File: src/rtl/mult_div_sequencer_pkg.sv
// Shared encodings for the mult/div sequencer and the main control unit.
//   md_state_t  : sequencer state encodings
//   md_strobe_t : mult/div datapath strobe encodings
//   OP_MULT/DIV : operation select encodings
//   md_ctrl_t   : bundle of sequencer control outputs
package mult_div_sequencer_pkg;

    localparam int unsigned MD_ITERATIONS_DEF = 32;
    localparam int unsigned MD_COUNT_W_DEF    = 6;

    typedef enum logic [2:0] {
        ST_IDLE   = 3'd0,
        ST_LOAD   = 3'd1,
        ST_RUN    = 3'd2,
        ST_FINISH = 3'd3,
        ST_WRITE  = 3'd4,
        ST_DONE   = 3'd5,
        ST_DIVZ   = 3'd6
    } md_state_t;

    typedef enum logic [1:0] {
        MD_IDLE   = 2'b00,
        MD_LOAD   = 2'b01,
        MD_STEP   = 2'b10,
        MD_FINISH = 2'b11
    } md_strobe_t;

    localparam logic OP_MULT = 1'b0;
    localparam logic OP_DIV  = 1'b1;

    typedef struct packed {
        logic       temp_write;
        md_strobe_t mult;
        md_strobe_t div;
        logic       div_or_mult;
        logic       write_hi;
        logic       write_lo;
        logic       busy;
        logic       done;
        logic       div_zero;
    } md_ctrl_t;

endpackage

File: src/rtl/md_iter_counter.sv
// Iteration counter for the mult/div sequencer.
//   Clock      : system clock
//   Reset      : synchronous active-high reset
//   clear      : load zero (takes priority over inc)
//   inc        : increment by one
//   terminal_c : count equals ITERATIONS-1 (combinational from the count register)
module md_iter_counter #(
    parameter int unsigned ITERATIONS = 32,
    parameter int unsigned COUNT_W    = 6
) (
    input  logic Clock,
    input  logic Reset,
    input  logic clear,
    input  logic inc,
    output logic terminal_c
);

    logic [COUNT_W-1:0] count_q;

    // Count register; the final RUN increment reaches ITERATIONS, which still fits COUNT_W.
    always_ff @(posedge Clock) begin
        if (Reset) begin
            count_q <= '0;
        end else if (clear) begin
            count_q <= '0;
        end else if (inc) begin
            count_q <= count_q + COUNT_W'(1);
        end
    end

    assign terminal_c = (count_q == COUNT_W'(ITERATIONS - 1));

endmodule

File: src/rtl/mult_div_sequencer.sv
// Multicycle sequencer for the shared iterative multiplier/divider.
//   Clock, Reset     : clock, synchronous active-high reset
//   Start/Op/DivisorZero : request, op select (0 mult / 1 div), B==0 flag; sampled in IDLE
//   DivMultTempWrite : capture operands into temp registers
//   Mult/Div         : datapath strobes (00 idle, 01 load, 10 step, 11 finish)
//   DivorMult        : Hi/Lo source select
//   WriteHi/WriteLo  : Hi/Lo write enables
//   Busy/Done/DivZero: status, completion pulse, divide-by-zero pulse
// Outputs are registered, decoded from the next state so they line up with the state register.
module mult_div_sequencer
    import mult_div_sequencer_pkg::*;
#(
    parameter int unsigned ITERATIONS = MD_ITERATIONS_DEF,
    parameter int unsigned COUNT_W    = MD_COUNT_W_DEF
) (
    input  logic       Clock,
    input  logic       Reset,
    input  logic       Start,
    input  logic       Op,
    input  logic       DivisorZero,
    output logic       DivMultTempWrite,
    output logic [1:0] Mult,
    output logic [1:0] Div,
    output logic       DivorMult,
    output logic       WriteHi,
    output logic       WriteLo,
    output logic       Busy,
    output logic       Done,
    output logic       DivZero
);

    md_state_t  state_q, state_d;
    logic       op_q, op_d;
    md_ctrl_t   ctrl_q, ctrl_d;
    md_strobe_t strobe_c;
    logic       cnt_clear_c;
    logic       cnt_inc_c;
    logic       cnt_terminal_c;

    md_iter_counter #(
        .ITERATIONS (ITERATIONS),
        .COUNT_W    (COUNT_W)
    ) u_iter_counter (
        .Clock      (Clock),
        .Reset      (Reset),
        .clear      (cnt_clear_c),
        .inc        (cnt_inc_c),
        .terminal_c (cnt_terminal_c)
    );

    // State, latched op and output registers.
    always_ff @(posedge Clock) begin
        if (Reset) begin
            state_q <= ST_IDLE;
            op_q    <= OP_MULT;
            ctrl_q  <= '0;
        end else begin
            state_q <= state_d;
            op_q    <= op_d;
            ctrl_q  <= ctrl_d;
        end
    end

    // Next state, counter control, and output decode of the next state.
    always_comb begin
        state_d     = state_q;
        op_d        = op_q;
        ctrl_d      = '0;
        strobe_c    = MD_IDLE;
        cnt_clear_c = 1'b0;
        cnt_inc_c   = 1'b0;

        case (state_q)
            ST_IDLE: begin
                if (Start) begin
                    if (Op == OP_DIV && DivisorZero) begin
                        state_d = ST_DIVZ;
                    end else begin
                        state_d = ST_LOAD;
                        op_d    = Op;
                    end
                end
            end
            ST_LOAD: begin
                cnt_clear_c = 1'b1;
                state_d     = ST_RUN;
            end
            ST_RUN: begin
                cnt_inc_c = 1'b1;
                if (cnt_terminal_c) begin
                    state_d = ST_FINISH;
                end
            end
            ST_FINISH: state_d = ST_WRITE;
            ST_WRITE:  state_d = ST_DONE;
            ST_DONE:   state_d = ST_IDLE;
            ST_DIVZ:   state_d = ST_IDLE;
            default:   state_d = ST_IDLE;
        endcase

        case (state_d)
            ST_LOAD: begin
                ctrl_d.temp_write  = 1'b1;
                ctrl_d.div_or_mult = op_d;
                ctrl_d.busy        = 1'b1;
                strobe_c           = MD_LOAD;
            end
            ST_RUN: begin
                ctrl_d.div_or_mult = op_d;
                ctrl_d.busy        = 1'b1;
                strobe_c           = MD_STEP;
            end
            ST_FINISH: begin
                ctrl_d.div_or_mult = op_d;
                ctrl_d.busy        = 1'b1;
                strobe_c           = MD_FINISH;
            end
            ST_WRITE: begin
                ctrl_d.div_or_mult = op_d;
                ctrl_d.write_hi    = 1'b1;
                ctrl_d.write_lo    = 1'b1;
                ctrl_d.busy        = 1'b1;
            end
            ST_DONE: begin
                ctrl_d.busy = 1'b1;
                ctrl_d.done = 1'b1;
            end
            ST_DIVZ: begin
                ctrl_d.busy     = 1'b1;
                ctrl_d.div_zero = 1'b1;
            end
            default: ;
        endcase

        // Only the strobe of the latched op is driven; the other stays idle.
        if (op_d == OP_DIV) begin
            ctrl_d.div = strobe_c;
        end else begin
            ctrl_d.mult = strobe_c;
        end
    end

    assign DivMultTempWrite = ctrl_q.temp_write;
    assign Mult             = ctrl_q.mult;
    assign Div              = ctrl_q.div;
    assign DivorMult        = ctrl_q.div_or_mult;
    assign WriteHi          = ctrl_q.write_hi;
    assign WriteLo          = ctrl_q.write_lo;
    assign Busy             = ctrl_q.busy;
    assign Done             = ctrl_q.done;
    assign DivZero          = ctrl_q.div_zero;

endmodule

File: config.mk
export PLATFORM = sky130hd
export DESIGN_NAME = mult_div_sequencer
export DESIGN_NICKNAME = d
export VERILOG_FILES = /design/src/rtl/mult_div_sequencer_pkg.sv /design/src/rtl/md_iter_counter.sv /design/src/rtl/mult_div_sequencer.sv
export SDC_FILE = /design/constraint.sdc
export NUM_CORES = 1
export LEC_CHECK = 0
export CORE_MARGIN = 2
export CORE_UTILIZATION = 38
export CTS_BUF_LIST = sky130_fd_sc_hd__clkbuf_4
export CTS_CLUSTER_DIAMETER = 30
export DETAILED_ROUTE_END_ITERATION = 12
export GPL_ROUTABILITY_DRIVEN = 1
export RECOVER_POWER = 100
export SYNTH_ARGS = -nofsm -noshare
export SYNTH_HDL_FRONTEND = slang
export SYNTH_HIERARCHICAL = 1
export SYNTH_SLANG_ARGS = --single-unit
File: constraint.sdc
create_clock -name Clock -period 4.8 [get_ports Clock]
set_clock_uncertainty 0.1 [all_clocks]
set_input_delay 1.2 -clock Clock [delete_from_list [all_inputs] [get_ports Clock]]
set_output_delay 1.2 -clock Clock [all_outputs]
set_load 0.01 [all_outputs]
==> results.json, run 1 <==
{
  "die_area_um2": 2487,
  "crit_path_start_kind": "primary input",
  "rsz0062_at_grt": "false",
  "synth_warnings": 6,
  "synthCells": 83,
  "cts_buffer_depth": 2,
  "slew_violations": 0,
  "layout_commonest_cell": "dfxtp_1",
  "placedInstanceArea_um2": 948.4,
  "power_per_cell_area_nw_per_um2": 370.7,
  "p_total_w": 0.0003687,
  "cts.sinks": 20,
  "wl_um": 1354,
  "synth_area_um2": 799.5,
  "peakVddDrop_mv": 0.1523,
  "grt_pass1_vias": 578,
  "multi_input_area_um2": 354.1,
  "seq_area_um2": 400.4,
  "die_h_um": 49.87,
  "fin_area_um2": 994.7,
  "cp.arrival_ns": 2.80,
  "clk_latency_ns": 0.30,
  "h-tree-depth": 1,
  "dr_total_vias": 591,
  "cts_resized": 0,
  "period_share": 0.5547,
  "final_cell_mix": "dfxtp_1, dlygate4sd3_1, nor2_1",
  "path_class": "in2reg",
  "worstPathMaxFanout": 6,
  "vias_per_cell": 4.844,
  "drt_iter0_markers": 5,
  "clkSlewWorstSetupHoldPaths_ns": 0.11,
  "drive_gt1_frac": 0.08421,
  "gp_congestion": 0.7402,
  "clockRootBuffer": "clkbuf_4",
  "grt_overflow": 0,
  "min_period_ns": 2.662,
  "track_usage": 0.1291,
  "cap_violations": 0,
  "whs_path_depth": 1,
  "fmaxAchievable_mhz": 375.6,
  "hpwl_um": 980.1,
  "ys_ff_latch": 20,
  "required_ns": 4.94,
  "reg2reg_slack_ns": 2.72,
  "synth_nets": 89,
  "grt_pass1_wl_um": 2408,
  "post_cts_buffers": 0,
  "rows": 16,
  "grt_max_degree": 15,
  "syn_area_per_cell_um2": 9.633,
  "start_util": 0.4034,
  "outcome": "finished, final reports clean",
  "area_growth_pct": 24.41,
  "cts_hold_buffers": 0,
  "die_w_um": 49.87,
  "max_slew_margin": 0.5139,
  "setup_viol": 0,
  "setup_tns_ns": 0,
  "hold_violations": 0,
  "drcViolationCount": 0,
  "synth_cell_types": 31,
  "ff2ff_path_depth": 4,
  "cts_buffers": 3,
  "ios": 16,
  "nets": 102,
  "ant_nets": 0,
  "nFillCells": 177,
  "first_pass_iters": 4,
  "worst_pin_slew_ns": 0.7275,
  "grt_antenna_before_repair": 0,
  "core_area_um2": 1982,
  "synth.yosys.seq_area_share": 0.5008,
  "wire_per_inst_um": 11.10,
  "total_leakage_power_nw": 0.3883,
  "port_buffers": 15,
  "antenna_cells": 0,
  "hold_path_class": "reg2reg",
  "tritoncts": "built",
  "endpoint_kind": "flip-flop"
}
==> sequential cells by signal, indices dropped and copies added, names as in the netlist <==
register and count:
Busy 1, Div 2, DivMultTempWrite 1, DivZero 1
DivorMult 1, Done 1, Mult 2, WriteHi 1
op_q 1, state_q 3, u_iter_counter/count_q 6
==> cell families after synthesis <==
group | Yosys count | synth area share
multiplexers | 1 | 0.01252
buffers and inverters | 8 | 0.04849
adder cells (fa/ha/maj) | 1 | 0.01565
AND/OR/NAND/NOR | 36 | 0.2692
AO/OA/AOI/OAI | 12 | 0.09860
flip-flops | 20 | 0.5008
XOR/XNOR | 5 | 0.05478
==> power breakdown <==
| part | switching, W | leakage, nW | internal [W] |
|---|---|---|---|
| Sequential | 0.00000983 | 0.163 | 0.000176 |
| Combinational | 0.0000229 | 0.197 | 0.0000240 |
| Clock | 0.0000516 | 0.0279 | 0.0000844 |
==> cell usage after synthesis (all sizes together) <==
library cell / count / area, um2
a211oi: 1 / 7.510
dfxtp: 20 / 400.4
or3: 1 / 6.260
nor4: 2 / 12.51
a2111oi: 1 / 8.760
a31oi: 2 / 12.51
nand3b: 1 / 7.510
nand2b: 1 / 6.260
nor3: 4 / 20.02
nor4bb: 1 / 10.01
a21oi: 5 / 28.78
or2: 4 / 27.53
mux2i: 1 / 10.01
ha: 1 / 12.51
o21bai: 1 / 7.510
clkbuf: 4 / 15.01
nor2: 8 / 30.03
nand4: 3 / 25.02
xnor2: 2 / 17.52
buf: 3 / 20.01
a2bb2oi: 1 / 8.760
o21ai: 1 / 5.000
inv: 1 / 3.750
nor3b: 5 / 37.54
or4b: 1 / 13.76
nand2: 5 / 18.77
xor2: 3 / 26.28
==> through the flow <==
stage / hold slack [ns] / instances / setup slack [ns] / util
2_1_floorplan: 0.3426 / 83 / 2.599 / -
3_3_place_gp: 0.3737 / 118 / 2.021 / 0.4785
3_5_place_dp: 0.3765 / 118 / 1.985 / 0.4785
4_1_cts: 0.3941 / 122 / 2.295 / 0.5051
5_1_grt: 0.4190 / 122 / 2.053 / 0.5019
6_report: 0.3907 / 122 / 2.138 / 0.5019
==> worst max-delay path, stage by stage <==
cell and delay [ns]:
dlygate4sd3_1 0.59, or4b_1 0.55, or2_0 0.30, a21oi_1 0.15
==> routing by layer <==
metal / vias to the layer above / global-route usage / wire length (um)
met1: 259 / 0.1499 / 638
li1: 316 / - / -
met2: 12 / 0.2089 / 632
met3: 4 / 0.03333 / 54
met5: - / 0 / 0
met4: 0 / 0.08333 / 29
==> path summary, 6_finish.rpt <==
kind / start / to
max: Start / Div[0]
min: op_q / Mult[1]
max reg2reg: state_q[1] / u_iter_counter/count_q[5]
min reg2reg: op_q / Mult[1]
==> area by class of cell <==
type                    count  area share
well taps                  27     0.03396
multi-input cells          55      0.3560
clock buffers               3     0.02264
flip-flops and latches     20      0.4025
repair buffers             15      0.1509
clock inverters             1     0.03019
inverters                   1    0.003774
No activity file was read; power rests on OpenSTA's default activity.
==> inputs of run 2 (changes only) <==
==> constraint.sdc (replaced) <==
create_clock -name Clock -period 2.5 [get_ports Clock]
set_clock_uncertainty 0.1 [all_clocks]
set_input_delay 0.625 -clock Clock [delete_from_list [all_inputs] [get_ports Clock]]
set_output_delay 0.625 -clock Clock [all_outputs]
set_load 0.01 [all_outputs]
==> run 2 against run 1 <==
Effect of this change:
- worst setup slack worse by 1.7 ns
- largest cell class unchanged
- die area unchanged
- via count up 2.5%
==> results.json, run 2 (synthesis gave the netlist of run 1 again) <==
{
  "clkSlewWorstSetupHoldPaths_ns": 0.11,
  "grt_max_degree": 15,
  "first_pass_iters": 4,
  "outcome": "finished, final reports clean",
  "drt_iter0_markers": 1,
  "tritoncts": "built",
  "setup_tns_ns": 0,
  "cap_violations": 0,
  "drcViolationCount": 0,
  "power_per_cell_area_nw_per_um2": 709.8,
  "peakVddDrop_mv": 0.3278,
  "cts_hold_buffers": 0,
  "largest_reg_flops": 6,
  "antenna_cells": 0,
  "hold_path_class": "reg2reg",
  "core_area_um2": 1982,
  "layout_commonest_cell": "dfxtp_1",
  "internal-power_w": 0.0005471,
  "ant_nets": 0,
  "hold_violations": 0,
  "port_buffers": 15,
  "p_clk_frac": 0.368,
  "vias_per_cell": 4.927,
  "crit_path_start_kind": "primary input",
  "fmaxAchievable_mhz": 478.5,
  "power_switching_w": 0.0001617,
  "die_area_um2": 2487,
  "cpPeakStageDelay_ns": 0.59,
  "max_slew_margin": 0.6883,
  "largestRegisters": "u_iter_counter/count_q (6), state_q (3)",
  "critPathTopFamily": "simple AND/OR/NAND/NOR gates",
  "reg2reg_slack_ns": 0.70,
  "total_leakage_power_nw": 0.3913,
  "hold_ws_ns": 0.4010,
  "start_util": 0.4034,
  "power_frac_comb": 0.129,
  "final_cell_mix": "dfxtp_1, dlygate4sd3_1, nor2_1",
  "wire_per_inst_um": 10.88,
  "clk_latency_ns": 0.30,
  "period_share": 0.8359,
  "grt_antenna_before_repair": 0,
  "final_core_util": 0.5038,
  "die_h_um": 49.87,
  "grt_overflow": 0,
  "switching_share": 0.2281,
  "clockRootBuffer": "clkbuf_4",
  "dr_total_vias": 606,
  "required_ns": 2.64,
  "regMostFlops": "u_iter_counter/count_q",
  "cts_buffers": 3,
  "grt_pass1_vias": 576,
  "area_growth_pct": 24.88,
  "p_seq_frac": 0.503,
  "h-tree-depth": 1,
  "path_class": "in2reg",
  "crit_chain": "dlygate4sd3_1 > or4b_1 > or2_0 > a21oi_1",
  "post_cts_buffers": 0,
  "wl_um": 1338,
  "ios": 16,
  "hpwl_um": 973.4,
  "die_w_um": 49.87,
  "worst_pin_slew_ns": 0.4613,
  "endpoint_kind": "flip-flop",
  "slew_violations": 0,
  "cts_resized": 0,
  "rows": 16,
  "track_usage": 0.1252,
  "cts_buffer_depth": 2,
  "gp_congestion": 0.7395,
  "drive_gt1_frac": 0.09375,
  "setup_viol": 0,
  "critical_path.slowest_cell": "dlygate4sd3_1",
  "grt_pass1_wl_um": 2380,
  "cts.sinks": 20,
  "min_period_ns": 2.090,
  "nets": 103,
  "worstPathMaxFanout": 6,
  "cp.arrival_ns": 2.23,
  "cp.buffers_inverters": 1,
  "rsz0062_at_grt": "false"
}
## run 2: layout make-up
type | count | area, um2
Timing Repair Buffer | 16 | 153.9
Clock inverter | 1 | 30.03
Inverter | 1 | 3.754
Multi-Input combinational cell | 55 | 354.1
Sequential cell | 20 | 400.4
Clock buffer | 3 | 22.52
Fill cell | 184 | 983.4
Tap cell | 27 | 33.78
## run 2: routing by layer
metal | wire length (um) | global-route usage | up-vias
li1 | - | - | 317
met1 | 622 | 0.1499 | 275
met2 | 641 | 0.2044 | 10
met3 | 44 | 0.02121 | 4
met4 | 29 | 0.08333 | 0
met5 | 0 | 0 | -
## run 2: power by group through the flow
stage	clock network [W]	logic [W]	registers, W
6_report	0.000261	0.0000916	0.000357
5_1_grt	0.000282	0.000102	0.000361
4_1_cts	0.000267	0.000103	0.000357
3_5_place_dp	0	0.000102	0.000364
3_3_place_gp	0	0.000102	0.000365
2_1_floorplan	0	0.0000721	0.000358
## run 2: through the flow
step	power, W	area [um2]	setup slack [ns]	instances
floorplan	0.0004303	799.5	0.6241	83
global placement	0.0004671	955.9	0.2932	119
detailed placement	0.0004663	955.9	0.2640	119
CTS	0.0007266	1008	0.5804	123
global route	0.0007452	998.5	0.3181	123
finish	0.0007087	998.5	0.4103	123
## run 2: tightest hold or removal path: stages, from the launching register on
cell and delay [ns]:
dfxtp_1 0.33, o21ai_0 0.07, a21oi_1 0.06
## run 2: final timing paths
| path | from | endpoint | cells past startpoint |
|---|---|---|---|
| worst min-delay path | u_iter_counter/count_q[5] | u_iter_counter/count_q[5] | 2 |
| worst max register to register | state_q[1] | u_iter_counter/count_q[5] | 5 |
| worst max-delay path | Start | Div[0] | 4 |
| worst min register to register | u_iter_counter/count_q[5] | u_iter_counter/count_q[5] | 2 |
==> inputs of run 3 (changes only) <==
==> constraint.sdc (replaced) <==
create_clock -name Clock -period 2 [get_ports Clock]
set_clock_uncertainty 0.1 [all_clocks]
set_input_delay 0.5 -clock Clock [delete_from_list [all_inputs] [get_ports Clock]]
set_output_delay 0.5 -clock Clock [all_outputs]
set_load 0.01 [all_outputs]
==> run 3 against run 2 <==
Effect of this change:
- routed wire length up 5.9%
- sequential share of layout area down 1.3 points
- worst hold slack worse by 0.013 ns
- clock power grew 23%
- non-clock buffer count grew 5
- core utilization rose by 1.7 points
- total power increased by 26%
- register-to-register slack got worse by 0.45 ns
- via count grew 3.6%
- largest cell class unchanged
==> results.json, run 3 (synthesis gave the netlist of run 1 again) <==
{
  "outcome": "finished, final reports clean",
  "cts_hold_buffers": 0,
  "path_class": "in2reg",
  "drcViolationCount": 0,
  "largest_reg_flops": 6,
  "total_leakage_power_nw": 0.4124,
  "peakVddDrop_mv": 0.3900,
  "grt_pass1_vias": 612,
  "port_buffers": 15,
  "required_ns": 2.13,
  "drive_gt1_frac": 0.1287,
  "setup_tns_ns": 0,
  "final_core_util": 0.5208,
  "rr_startpoint": "state_q[2]",
  "placed_cells": 124,
  "r2r-end": "Div[0]",
  "instances_no_fill": 128,
  "hold_path_class": "reg2reg",
  "grt_overflow": 0,
  "layout_commonest_cell": "dfxtp_1",
  "slew_violations": 0,
  "die_area_um2": 2487,
  "ff2ff_path_depth": 4,
  "clk_latency_ns": 0.29,
  "fmaxAchievable_mhz": 527.6,
  "ant_nets": 0,
  "clockRootBuffer": "clkbuf_4",
  "cts.sinks": 20,
  "whs_path_depth": 1,
  "clkSlewWorstSetupHoldPaths_ns": 0.11,
  "cp.arrival_ns": 2.03,
  "grt_max_degree": 13,
  "wire_per_inst_um": 11.07,
  "final_cell_mix": "dfxtp_1, dlygate4sd3_1, nor2_1",
  "hold_start": "op_q",
  "first_pass_iters": 4,
  "rows": 16,
  "setup_viol": 0,
  "cts_resized": 0,
  "nets": 108,
  "grt_antenna_before_repair": 0,
  "drt_iter0_markers": 8,
  "rsz0062_at_grt": "false",
  "min_period_ns": 1.895,
  "start_util": 0.4034,
  "wl_um": 1417,
  "period_share": 0.9477,
  "gp_congestion": 0.7548,
  "track_usage": 0.1301,
  "hpwl_um": 1081,
  "largestRegisters": "u_iter_counter/count_q (6), state_q (3)",
  "hold_end": "Mult[1]",
  "regMostFlops": "u_iter_counter/count_q",
  "reg2reg_slack_ns": 0.25,
  "die_h_um": 49.87,
  "area_growth_pct": 29.11,
  "placedInstanceArea_um2": 993.5,
  "crit_path_start_kind": "primary input",
  "hold_violations": 0,
  "grt_pass1_wl_um": 2490,
  "cts_buffers": 3,
  "max_slew_margin": 0.6710,
  "die_w_um": 49.87,
  "power_per_cell_area_nw_per_um2": 867.1,
  "p_total_w": 0.0008951,
  "tritoncts": "built",
  "worst_pin_slew_ns": 0.4869,
  "antenna_cells": 0,
  "endpoint_kind": "flip-flop",
  "h-tree-depth": 1,
  "vias_per_cell": 4.906,
  "nFillCells": 197,
  "fin_area_um2": 1032,
  "ios": 16,
  "cap_violations": 0,
  "dr_total_vias": 628,
  "core_area_um2": 1982,
  "cts_buffer_depth": 2,
  "worstPathMaxFanout": 5,
  "post_cts_buffers": 0
}
[run 3: changes by cell type in the layout (fill, tap and decap cells not counted)]
cell	before	now
clkbuf_4	3	4
buf_4	0	3
clkbuf_1	1	2
[run 3: power breakdown]
group / leakage, nW / total (W) / internal, W / switching (W)
Combinational: 0.222 / 0.000134 / 0.0000690 / 0.0000654
Clock: 0.0279 / 0.000322 / 0.000202 / 0.000120
Sequential: 0.163 / 0.000439 / 0.000422 / 0.0000166
[run 3: final cells by class]
class                   count  area (um2)  share of cell area
flip-flops and latches     20       400.4              0.3879
multi-input cells          55       354.1              0.3430
repair buffers             21       187.7              0.1818
well taps                  27       33.78             0.03273
clock inverters             1       30.03             0.02909
clock buffers               3       22.52             0.02182
inverters                   1       3.754            0.003636
[run 3: how the worst max path moves through the flow]
stage                                    from                   endpoint
finish                                  Start                     Div[0]
global route        u_iter_counter/count_q[0]                     Div[0]
CTS                                   WriteHi                    WriteLo
detailed placement                      Start                     Div[0]
global placement                        Start                     Div[0]
floorplan                          state_q[2]  u_iter_counter/count_q[5]
[run 3: critical path, stage by stage]
cell           delay (ns)
dlygate4sd3_1        0.56
or4b_1               0.52
or2_0                0.29
a21oi_1              0.15
[run 3: through the flow]
stage	setup WS, ns	hold slack (ns)
global placement	-0.02629	0.3731
global route	0.004573	0.3968
CTS	0.2163	0.3738
finish	0.1046	0.3876
floorplan	0.1241	0.3426
detailed placement	-0.05547	0.3665
[run 3: layer usage]
layer / track usage / vias up / part of all wire
li1: - / 326 / -
met1: 0.1528 / 294 / 0.46
met2: 0.2311 / 8 / 0.51
met3: 0.02121 / 0 / 0.030
met5: 0 / - / 0
met4: 0.05556 / 0 / 0
